==> src/rtl/eeprom_pkg.sv <==
// rtl/eeprom_pkg.sv - shared types for the eeprom controller
// Contents: command opcode enum, controller state enum, small helper.
package eeprom_pkg;

    typedef enum logic [1:0] {
        OP_READ      = 2'd0,
        OP_PROG      = 2'd1,
        OP_ERASE     = 2'd2,
        OP_ERASE_ALL = 2'd3
    } op_e;

    typedef enum logic [2:0] {
        ST_IDLE      = 3'd0,
        ST_READ      = 3'd1,
        ST_PROG      = 3'd2,
        ST_ERASE     = 3'd3,
        ST_ERASE_ALL = 3'd4,
        ST_FINISH    = 3'd5
    } state_e;

    function automatic int max_int(input int a, input int b);
        return (a > b) ? a : b;
    endfunction

endpackage

==> src/rtl/eeprom_array.sv <==
// rtl/eeprom_array.sv - non-volatile DEPTH x DATA_W word store
// Ports: clk; we/waddr/wdata synchronous write port;
//        raddr/rdata combinational read port.
// Contents start all-ones (erased) and are never touched by reset.
module eeprom_array #(
    parameter int DATA_W = 16,
    parameter int ADDR_W = 4
) (
    input  logic              clk,
    input  logic              we,
    input  logic [ADDR_W-1:0] waddr,
    input  logic [DATA_W-1:0] wdata,
    input  logic [ADDR_W-1:0] raddr,
    output logic [DATA_W-1:0] rdata
);
    localparam int DEPTH = 2 ** ADDR_W;

    logic [DATA_W-1:0] mem [DEPTH] = '{default: '1};

    always_ff @(posedge clk) begin
        if (we) begin
            mem[waddr] <= wdata;
        end
    end

    assign rdata = mem[raddr];

endmodule

==> src/rtl/eeprom_ctrl.sv <==
// rtl/eeprom_ctrl.sv - command-driven EEPROM/flash controller
// Ports: clk, rst (sync, active-high); cmd_valid/cmd_ready/cmd_op/cmd_addr/
//        cmd_wdata/wp command handshake; rd_valid/rd_data read result;
//        done/err completion pulse; busy = ~cmd_ready.
// Programming only clears bits; erase sets a word (or all words) to ones.
module eeprom_ctrl
    import eeprom_pkg::*;
#(
    parameter int DATA_W       = 16,
    parameter int ADDR_W       = 4,
    parameter int PROG_CYCLES  = 4,
    parameter int ERASE_CYCLES = 8
) (
    input  logic              clk,
    input  logic              rst,
    input  logic              cmd_valid,
    output logic              cmd_ready,
    input  logic [1:0]        cmd_op,
    input  logic [ADDR_W-1:0] cmd_addr,
    input  logic [DATA_W-1:0] cmd_wdata,
    input  logic              wp,
    output logic              rd_valid,
    output logic [DATA_W-1:0] rd_data,
    output logic              done,
    output logic              err,
    output logic              busy
);
    localparam int CNT_W = $clog2(max_int(PROG_CYCLES, ERASE_CYCLES)) + 1;
    localparam logic [CNT_W-1:0] CNT_ONE = CNT_W'(1);

    state_e            state_q, state_d;
    logic [CNT_W-1:0]  cnt_q, cnt_d;
    logic [ADDR_W-1:0] ea_cnt_q, ea_cnt_d;
    logic [ADDR_W-1:0] addr_q, addr_d;
    logic [DATA_W-1:0] wdata_q, wdata_d;
    logic              err_pend_q, err_pend_d;
    logic              cmd_ready_q, cmd_ready_d;
    logic              rd_valid_q, rd_valid_d;
    logic [DATA_W-1:0] rd_data_q, rd_data_d;
    logic              done_q, done_d;
    logic              err_q, err_d;

    logic              mem_we;
    logic [ADDR_W-1:0] mem_waddr;
    logic [DATA_W-1:0] mem_wdata;
    logic [DATA_W-1:0] mem_rdata;

    eeprom_array #(.DATA_W(DATA_W), .ADDR_W(ADDR_W)) u_array (
        .clk   (clk),
        // Reset on the commit edge drops the pending write.
        .we    (mem_we && !rst),
        .waddr (mem_waddr),
        .wdata (mem_wdata),
        .raddr (addr_q),
        .rdata (mem_rdata)
    );

    always_comb begin
        state_d    = state_q;
        cnt_d      = cnt_q;
        ea_cnt_d   = ea_cnt_q;
        addr_d     = addr_q;
        wdata_d    = wdata_q;
        err_pend_d = err_pend_q;
        rd_valid_d = 1'b0;
        rd_data_d  = rd_data_q;
        done_d     = 1'b0;
        err_d      = 1'b0;
        mem_we     = 1'b0;
        mem_waddr  = addr_q;
        mem_wdata  = '1;

        case (state_q)
            ST_IDLE: begin
                if (cmd_valid && cmd_ready_q) begin
                    addr_d     = cmd_addr;
                    wdata_d    = cmd_wdata;
                    err_pend_d = 1'b0;
                    if (op_e'(cmd_op) == OP_READ) begin
                        state_d = ST_READ;
                    end else if (wp) begin
                        err_pend_d = 1'b1;
                        state_d    = ST_FINISH;
                    end else begin
                        case (op_e'(cmd_op))
                            OP_PROG: begin
                                cnt_d   = CNT_W'(PROG_CYCLES);
                                state_d = ST_PROG;
                            end
                            OP_ERASE: begin
                                cnt_d   = CNT_W'(ERASE_CYCLES);
                                state_d = ST_ERASE;
                            end
                            default: begin
                                ea_cnt_d = '0;
                                state_d  = ST_ERASE_ALL;
                            end
                        endcase
                    end
                end
            end
            ST_READ: begin
                rd_valid_d = 1'b1;
                rd_data_d  = mem_rdata;
                state_d    = ST_IDLE;
            end
            ST_PROG: begin
                if (cnt_q == CNT_ONE) begin
                    mem_we     = 1'b1;
                    mem_wdata  = mem_rdata & wdata_q;
                    // A 1 requested over a programmed 0 cannot be honoured.
                    err_pend_d = |(wdata_q & ~mem_rdata);
                    cnt_d      = '0;
                    state_d    = ST_FINISH;
                end else begin
                    cnt_d = cnt_q - CNT_ONE;
                end
            end
            ST_ERASE: begin
                if (cnt_q == CNT_ONE) begin
                    mem_we  = 1'b1;
                    cnt_d   = '0;
                    state_d = ST_FINISH;
                end else begin
                    cnt_d = cnt_q - CNT_ONE;
                end
            end
            ST_ERASE_ALL: begin
                mem_we    = 1'b1;
                mem_waddr = ea_cnt_q;
                ea_cnt_d  = ea_cnt_q + ADDR_W'(1);
                if (&ea_cnt_q) begin
                    state_d = ST_FINISH;
                end
            end
            ST_FINISH: begin
                done_d  = 1'b1;
                err_d   = err_pend_q;
                state_d = ST_IDLE;
            end
            default: state_d = ST_IDLE;
        endcase

        cmd_ready_d = (state_d == ST_IDLE);
    end

    always_ff @(posedge clk) begin
        if (rst) begin
            state_q     <= ST_IDLE;
            cnt_q       <= '0;
            ea_cnt_q    <= '0;
            addr_q      <= '0;
            wdata_q     <= '0;
            err_pend_q  <= 1'b0;
            cmd_ready_q <= 1'b1;
            rd_valid_q  <= 1'b0;
            rd_data_q   <= '0;
            done_q      <= 1'b0;
            err_q       <= 1'b0;
        end else begin
            state_q     <= state_d;
            cnt_q       <= cnt_d;
            ea_cnt_q    <= ea_cnt_d;
            addr_q      <= addr_d;
            wdata_q     <= wdata_d;
            err_pend_q  <= err_pend_d;
            cmd_ready_q <= cmd_ready_d;
            rd_valid_q  <= rd_valid_d;
            rd_data_q   <= rd_data_d;
            done_q      <= done_d;
            err_q       <= err_d;
        end
    end

    assign cmd_ready = cmd_ready_q;
    assign busy      = ~cmd_ready_q;
    assign rd_valid  = rd_valid_q;
    assign rd_data   = rd_data_q;
    assign done      = done_q;
    assign err       = err_q;

endmodule

==> config.mk <==
export PLATFORM = sky130hd
export DESIGN_NAME = eeprom_ctrl
export DESIGN_NICKNAME = d
export VERILOG_FILES = /design/src/rtl/eeprom_pkg.sv /design/src/rtl/eeprom_array.sv /design/src/rtl/eeprom_ctrl.sv
export SDC_FILE = /design/constraint.sdc
export NUM_CORES = 1
export LEC_CHECK = 0
export ABC_AREA = 1
export CORE_UTILIZATION = 25
export DETAILED_ROUTE_END_ITERATION = 10
export PLACE_DENSITY = 0.39
export SETUP_SLACK_MARGIN = 0.15
export SYNTH_ARGS = -nofsm -noshare
export SYNTH_HDL_FRONTEND = slang
export SYNTH_SLANG_ARGS = --single-unit
==> constraint.sdc <==
create_clock -name clk -period 3.55 [get_ports clk]
set_input_delay 0.71 -clock clk [delete_from_list [all_inputs] [get_ports clk]]
set_output_delay 0.71 -clock clk [all_outputs]
set_load 0.01 [all_outputs]
# Word level (Yosys, flattened, before mapping)
# Memory sizes are Yosys's and may differ from the RTL's. A register that Yosys moved wholly into a read port is not among the register bits.
# Cells that the tools add are included.
# classes
n_eq_ne	14
n_addsub	2
reduce_logical	18
muxes	34
n_bitwise	5
# op_table
operator	n
4-bit 2-to-1 mux	11
16-bit AND	2
16-bit 2-to-1 mux	2
4-bit one-hot mux with 2 select lines	3
16-bit inverter	1
16-bit OR reduction	1
3-bit 2-to-1 mux	5
2-bit != test, second input constant	5
5-bit AND reduction	2
1-bit 2-to-1 mux	9
3-bit one-hot mux with 3 select lines	1
3-bit by 2-bit == test with 1-bit output, second input constant	2
3-bit == test, second input constant	2
3-bit logical NOT	2
3-bit one-hot mux with 2 select lines	1
2-bit nonzero test	3
2-bit OR reduction	3
4-bit by 1-bit adder with 4-bit output, second input constant	1
4-bit by 1-bit == test with 1-bit output, second input constant	1
1-bit one-hot mux with 2 select lines	2
4-bit AND reduction	1
4-bit by 1-bit subtractor with 4-bit output, second input constant	1
3-bit by 1-bit == test with 1-bit output, second input constant	1
3-bit by 1-bit != test with 1-bit output, second input constant	1
8 further kinds	10
# word_totals
memories	1
output_inout_bits	21
register_bits	52
input_bits	26
mem_bits_rw	256
elab_cells	85
# mem_list
memory	words	width	read_ports	rd_clocked_by_memory_dff	wr	line_no	text
u_array.mem	16	16	1	1	1	eeprom_array.sv:18	logic [DATA_W-1:0] mem [DEPTH] = '{default: '1};

# Longest topological paths before layout
# Gate-level depths: netlist of run 1.
# depth
depth_word	7
depth_mapped	14
ltp_nobuf	12

# Modules after synthesis
# Synthesis of run 1 repeated with hierarchy kept, for this count alone.
# unflattened
cells_unflattened	1425
hier_area_um2	13589.3
# modules_own_cells
mod	instances	cells_per_inst	area_each_um2	seq_area_each_um2
eeprom_array	1	1058	11060.6	7687.4
eeprom_ctrl	1	367	2528.7	1041.0

# Least setup slack after synthesis of run 1
# OpenSTA, ideal clock, no wires.
# synth_path
kind	input port to flip-flop
startpoint	in rst
endpoint	mem u_array.mem[0][0], enable pin
stages	4
path_buffers	1
path_slack_ns	1.164
setup_ns	0.388
arrival_time_ns	1.998
t_required_ns	3.162
cell_sequence	clkbuf_1 a21oi_1 nand3_1 nor2_1
# synth_via
elab_chain_cells	4
# synth_rtl
item	line_no	text
start, declared	eeprom_ctrl.sv:15	input logic rst,
1-bit logical NOT	eeprom_ctrl.sv:51	.we (mem_we && !rst),
1-bit logical AND	eeprom_ctrl.sv:51	
1-bit 2-to-1 mux	eeprom_array.sv:21	if (we) begin
1-bit 2-to-1 mux (not written as such)	eeprom_array.sv:22	mem[waddr] <= wdata;
end, declared	eeprom_array.sv:18	
# No other way between the ends.

==> impl_metrics.env, run 1 <==
export IMPL_status="finished clean"
export IMPL_globalRouteTotalUtil=0.151
export IMPL_grt_pass1_vias=9134
export IMPL_grt_max_degree=84
export IMPL_cts_buffers=37
export IMPL_clk_insertion_delay_late_ns=0.55
export IMPL_drive_gt1_frac=0.0875
export IMPL_synth_edf_count=256
export IMPL_ff_latch_area_um2=8810
export IMPL_ys_top_cells_by_count="nand2_1 (294), edfxtp_1 (256), nor2_1 (168)"
export IMPL_yosysMostFrequentCell="nand2_1"
export IMPL_antenna_cells=0
export IMPL_ys_warnings_count=0
export IMPL_clkTransAtPathRegs_ns=0.06
export IMPL_hold_class="reg2reg"
export IMPL_ir_worst_vdd_mv=0.258
export IMPL_p_leak_nw=5.53
export IMPL_post_cts_resized=0
export IMPL_synth_ff_type="edfxtp_1"
export IMPL_wl_per_cell_um=19.2
export IMPL_numClockSinks=312
export IMPL_initial_core_util=0.255
export IMPL_met1_usage=0.214
export IMPL_power_density_nw_per_um2=584
export IMPL_postRouteWirelength_um=39700
export IMPL_pwr_share_comb=0.157
export IMPL_antenna_found_initial=0
export IMPL_io_buffers=46
export IMPL_synth_top_family_by_area="simple AND/OR/NAND/NOR gates"
export IMPL_max_slew_worst_pin_slew_ns=0.956
export IMPL_cap_violations=0
export IMPL_p_seq_frac=0.445
export IMPL_tns_ns=0
export IMPL_synth_xor_xnor_area_share=0.00133
export IMPL_switchingPower_w=0.00257
export IMPL_gp_congestion=0.768
export IMPL_maxSlewViolCount=0
export IMPL_detail_route_antenna_nets=0
export IMPL_fin_skew_ns=0.0248
export IMPL_clock_root_buffer="clkbuf_16"
export IMPL_holdWs_ns=0.477
export IMPL_crit_chain="buf_12, buf_4, nand2_1, nand2_1, nand2_1, nand3_1, nand3_1, nand2_1, nand2_1, nand2_1"
export IMPL_grt_ovfl_total=0
export IMPL_synth_mux_area_frac=0
export IMPL_finalHoldViolCount=0
export IMPL_ys_seq_area_frac=0.670
export IMPL_grt_met2_usage=0.236
export IMPL_cts_buffer_depth=3
export IMPL_place_hpwl_um=23800
export IMPL_end_kind="register"
export IMPL_fmax_mhz=376
export IMPL_ys_top_cells_by_area="edfxtp_1 (58%), dfxtp_1 (8.5%), nand2_1 (8.4%)"
export IMPL_cts_tree="yes"
export IMPL_worstPathArrival_ns=2.92
export IMPL_maxSlewHeadroom=0.362
export IMPL_utilization=0.303
export IMPL_grt_pass1_wl_um=59500
export IMPL_synthSimpleGateAreaFrac=0.187
export IMPL_drtPass1Iterations=5
export IMPL_die_area_um2=53500
export IMPL_die_w_um=231
export IMPL_min_period_over_period=0.750
export IMPL_synth_top_cell_by_area="edfxtp_1"
export IMPL_postCtsSetupRepairBufs=0
export IMPL_synthArstFlopShare=0
export IMPL_ios=47
export IMPL_area_delta_synth_final_pct=19.1
export IMPL_postCtsHoldBufs=0
export IMPL_synthAdderAreaFrac=0.00571
export IMPL_yosys_register_bits=312
export IMPL_setup_viol=0
export IMPL_holdPathStages=2
export IMPL_drc_errors=0
export IMPL_syn_area_um2=13100
export IMPL_nets=1386
export IMPL_rr_worst_depth=10
export IMPL_synth_compound_area_frac=0.0665
export IMPL_multi_input_area_um2=3470
export IMPL_cts_max_level=2
export IMPL_synth_top_area_frac=0.585
export IMPL_ys_types=32
export IMPL_met3_usage=0.0242
export IMPL_critPathMaxStageDelay_ns=0.46
export IMPL_cp_required_ns=3.81
export IMPL_p_int_w=0.00657
export IMPL_busiest_layer="met2"
export IMPL_crit_top_cell="nand2_1"
export IMPL_viasPerCell=4.43
export IMPL_syn_nets=1316
export IMPL_rows=83
export IMPL_fill_cells=5337
export IMPL_drtIter0Drc=687
export IMPL_startpoint_type="register"
export IMPL_syn_inst=1284
export IMPL_power_frac_clock=0.398
export IMPL_sw_frac_of_total=0.281
export IMPL_via_count=9145
export IMPL_rsz0062_at_grt="no"
export IMPL_fin_crit_ns=2.66
export IMPL_core_area_um2=51600
export IMPL_path_class="reg2reg"
export IMPL_crit_fanout=83
export IMPL_syn_avg_cell_area_um2=10.2
export IMPL_die_y_um=231
export IMPL_worst_path_max_delay_cell="buf_4"
## metrics by stage
stage | instance area [um^2] | std cells | power, W | setup WS [ns]
final | 15700 | 2063 | 0.00913 | 0.889
after detailed placement | 14500 | 1995 | 0.00560 | 0.661
after CTS | 15700 | 2063 | 0.00927 | 0.829
after global placement | 14500 | 1995 | 0.00561 | 0.707
after floorplan | 13100 | 1284 | 0.00507 | 1.16
after global routing | 15700 | 2063 | 0.00958 | 0.615
## sequential cells by signal, summed over array words and instances (netlist names), named ones only
register     flops
err_pend_q       1
cnt_q            4
err              1
wdata_q         16
rd_valid         1
rd_data         16
state_q          3
ea_cnt_q         4
u_array.mem    256
done             1
addr_q           4
cmd_ready        1
## power by group through the flow
stage | Combinational (W) | Sequential (W) | Clock (W)
after floorplan | 0.000948 | 0.00413 | 0
final | 0.00144 | 0.00406 | 0.00363
after CTS | 0.00147 | 0.00406 | 0.00374
after global placement | 0.00147 | 0.00414 | 0
after detailed placement | 0.00146 | 0.00414 | 0
after global routing | 0.00163 | 0.00407 | 0.00388
## cell type report
cell class                 count  area share
clock buffer                  58      0.0676
clock inverter                10     0.00536
inverter                     133      0.0321
multi-input combinational    774       0.222
sequential                   312       0.563
tap                          680      0.0544
timing repair buffer          96      0.0558
## layer usage
metal	vias up	share of wire	routed length, um
met4	0	0.024	933
li1	4443	-	-
met5	-	0	0
met2	152	0.45	17700
met3	64	0.038	1520
met1	4486	0.49	19500
## path summary, 6_finish.rpt
path | start | end | slack [ns]
worst min register to register | addr_q[2]$_SDFFE_PP0P_ | register | 0.48
worst max-delay path | register | u_array.mem[2][4]$_DFFE_PP_ | 0.89
worst max register to register | register | u_array.mem[2][4]$_DFFE_PP_ | 0.89
worst min-delay path | addr_q[2]$_SDFFE_PP0P_ | register | 0.48
## worst max-delay path, delay by kind of cell (launching register included)
family                 cells  cell delay, ns
buffers and inverters      2            0.79
and+or+nand+nor            8            1.14
DFF                        1            0.37
## cells in the final DEF, fill, tap and decap left out, types with 2 or more instances in the layout
cell	instances
clkinv_1	2
a21oi_1	37
o21ai_1	18
buf_4	47
o211ai_1	22
clkinvlp_4	3
inv_1	131
o21bai_1	2
edfxtp_1	256
nand2_1	294
dfxtp_2	2
nand3_1	136
ha_1	6
clkdlybuf4s50_1	46
nor2_2	17
buf_12	3
clkbuf_16	39
nor2_1	151
nor3_1	4
xnor2_1	2
dfxtp_1	53
o21ai_0	76
clkbuf_1	18
clkinv_2	3
## logic make-up (layout without fill, tap and decap cells)
logic type               count (synthesis)  count (layout)
adder cells (fa/ha/maj)                  6               6
AND/OR/NAND/NOR                        606             606
XOR/XNOR                                 2               2
AO/OA/AOI/OAI                          160             160
buffers and inverters                  198             297
flip-flops                             312             312
Note: power is estimated with default switching activity, not from simulation.
==> run 2, diff against run 1 <==
==> constraint.sdc (replaced) <==
create_clock -name clk -period 2.5 [get_ports clk]
set_input_delay 0.5 -clock clk [delete_from_list [all_inputs] [get_ports clk]]
set_output_delay 0.5 -clock clk [all_outputs]
set_load 0.01 [all_outputs]
==> impl_metrics.env, run 2 (synthesized netlist as in run 1, its figures left out) <==
export IMPL_grt_pass1_vias=9123
export IMPL_cts_buffers=38
export IMPL_path_class="reg2reg"
export IMPL_place_hpwl_um=24800
export IMPL_final_common_cell="nand2_1"
export IMPL_rr_worst_depth=13
export IMPL_multi_input_area_um2=3480
export IMPL_cts_tree="yes"
export IMPL_cp_required_ns=2.91
export IMPL_antenna_found_initial=0
export IMPL_drive_gt1_frac=0.114
export IMPL_wl_per_cell_um=18.8
export IMPL_sw_frac_of_total=0.280
export IMPL_grt_ovfl_total=0
export IMPL_globalRouteTotalUtil=0.150
export IMPL_final_cell_mix="nand2_1 (293), edfxtp_1 (256), nor2_1 (151), nand3_1 (135), inv_1 (131)"
export IMPL_ios=47
export IMPL_p_seq_frac=0.435
export IMPL_gp_congestion=0.763
export IMPL_maxSlewViolCount=0
export IMPL_critPathBufInv=2
export IMPL_rsz0062_at_grt="no"
export IMPL_rows=83
export IMPL_postRouteWirelength_um=39400
export IMPL_numClockSinks=312
export IMPL_initial_core_util=0.255
export IMPL_rrSetupSlack_ns=0.32
export IMPL_r2r_end="err_pend_q$_SDFFE_PP0P_"
export IMPL_worst_path_max_delay_cell="dfxtp_4"
export IMPL_antenna_cells=0
export IMPL_drc_errors=0
export IMPL_die_area_um2=53500
export IMPL_switchingPower_w=0.00372
export IMPL_power_density_nw_per_um2=820
export IMPL_largest_reg_flops=256
export IMPL_max_slew_worst_pin_slew_ns=0.649
export IMPL_detail_route_antenna_nets=0
export IMPL_postCtsSetupRepairBufs=0
export IMPL_p_int_w=0.00955
export IMPL_cts_buffer_depth=3
export IMPL_startpoint_type="register"
export IMPL_place_ws_ns=0.124
export IMPL_worstPathArrival_ns=2.59
export IMPL_placed_area_um2=15000
export IMPL_met3_usage=0.0199
export IMPL_crit_fanout=29
export IMPL_min_period_over_period=0.873
export IMPL_min_from="addr_q[1]$_SDFFE_PP0P_"
export IMPL_fill_cells=5240
export IMPL_ff_latch_area_um2=8820
export IMPL_area_delta_synth_final_pct=23.1
export IMPL_hold_class="reg2reg"
export IMPL_viasPerCell=4.39
export IMPL_setup_viol=0
export IMPL_cp_top_family="simple AND/OR/NAND/NOR gates"
export IMPL_nets=1420
export IMPL_cap_violations=0
export IMPL_drtPass1Iterations=5
export IMPL_final_area_um2=16200
export IMPL_finalHoldViolCount=0
export IMPL_core_area_um2=51600
export IMPL_grt_met2_usage=0.239
export IMPL_busiest_layer="met2"
export IMPL_die_y_um=231
export IMPL_clk_insertion_delay_late_ns=0.55
export IMPL_io_buffers=46
export IMPL_grt_max_degree=62
export IMPL_fin_skew_ns=0.0189
export IMPL_fmax_mhz=458
export IMPL_maxSlewHeadroom=0.567
export IMPL_die_w_um=231
export IMPL_holdPathStages=2
export IMPL_clock_root_buffer="clkbuf_16"
export IMPL_fin_crit_ns=2.18
export IMPL_grt_pass1_wl_um=59100
export IMPL_crit_chain="inv_4, buf_12, nand2_1, nand2_1, nand2_1, nand3_1, nand3_1, nand3_1, nand2_1, nor2_1, nand3_1, o21bai_1, a21oi_1"
export IMPL_drtIter0Drc=554
export IMPL_cts_max_level=2
export IMPL_ir_worst_vdd_mv=0.352
export IMPL_pwr_share_comb=0.162
export IMPL_clkTransAtPathRegs_ns=0.06
export IMPL_status="finished clean"
export IMPL_p_leak_nw=5.81
export IMPL_power_frac_clock=0.402
export IMPL_tns_ns=0
export IMPL_top_register="u_array.mem"
export IMPL_critPathMaxStageDelay_ns=0.39
export IMPL_via_count=9203
export IMPL_end_kind="register"
export IMPL_met1_usage=0.208
export IMPL_fin_ws_ns=0.317
==> run 2: changes by cell type in the layout (fill, tap and decap cells not counted), moves of 2 or more <==
cell / change
clkbuf_1: -4
clkinvlp_4: -3
buf_4: +15
buf_12: +17
clkbuf_8: +2
clkinv_2: +3
==> run 2: repair_timing <==
item,4_1_cts,5_1_grt
endpoints found under the hold margin,0,0
setup endpoints to repair,0,224
hold buffers,0,0
resized for setup,0,6
==> run 2: power by group through the flow <==
stage          Combinational (W)  Clock, W  Sequential (W)
6_report                 0.00215   0.00534         0.00578
5_1_grt                  0.00240   0.00569         0.00579
4_1_cts                  0.00219   0.00550         0.00577
3_5_place_dp             0.00218         0         0.00588
3_3_place_gp             0.00219         0         0.00588
2_1_floorplan            0.00135         0         0.00586
==> run 2: metrics by stage <==
step	hold WS, ns	util	power (W)	std cells
3_5_place_dp	0.462	0.290	0.00806	2028
5_1_grt	0.494	0.313	0.0139	2097
4_1_cts	0.469	0.313	0.0135	2097
6_report	0.466	0.313	0.0133	2097
3_3_place_gp	0.458	0.290	0.00808	2028
2_1_floorplan	0.435	-	0.00720	1284
==> run 2: tightest hold or removal path, delay by kind of cell, from the launching register on <==
family	cells	cell delay, ns
DFF	1	0.29
AOI/OAI and AO/OA	1	0.07
buffers and inverters	1	0.06
==> run 2: area by class of cell <==
class / instances / area share
Sequential cell: 312 / 0.545
Timing Repair Buffer: 129 / 0.0827
Multi-Input combinational cell: 774 / 0.215
Inverter: 133 / 0.0310
Clock inverter: 13 / 0.00735
Clock buffer: 56 / 0.0661
Tap cell: 680 / 0.0526
==> run 2: worst max-delay path by stage <==
| stage | from | to | slack, ns | depth (start not counted) |
|---|---|---|---|---|
| floorplan | state_q[1]$_SDFF_PP0_ | u_array.mem[13][0]$_DFFE_PP_ | 0.25 | 7 |
| global placement | rst | u_array.mem[2][13]$_DFFE_PP_ | 0.11 | 6 |
| detailed placement | rst | u_array.mem[2][9]$_DFFE_PP_ | 0.12 | 6 |
| CTS | state_q[1]$_SDFF_PP0_ | u_array.mem[8][1]$_DFFE_PP_ | 0.16 | 6 |
| global route | register | err_pend_q$_SDFFE_PP0P_ | 0.16 | 13 |
| finish | register | err_pend_q$_SDFFE_PP0P_ | 0.32 | 13 |
==> run 2: metal layers <==
layer,vias to the layer above,wire length [um],share of wire
met5,-,0,0
met4,0,947,0.024
met3,58,1210,0.031
met2,162,17900,0.46
met1,4469,19300,0.49
li1,4514,-,-
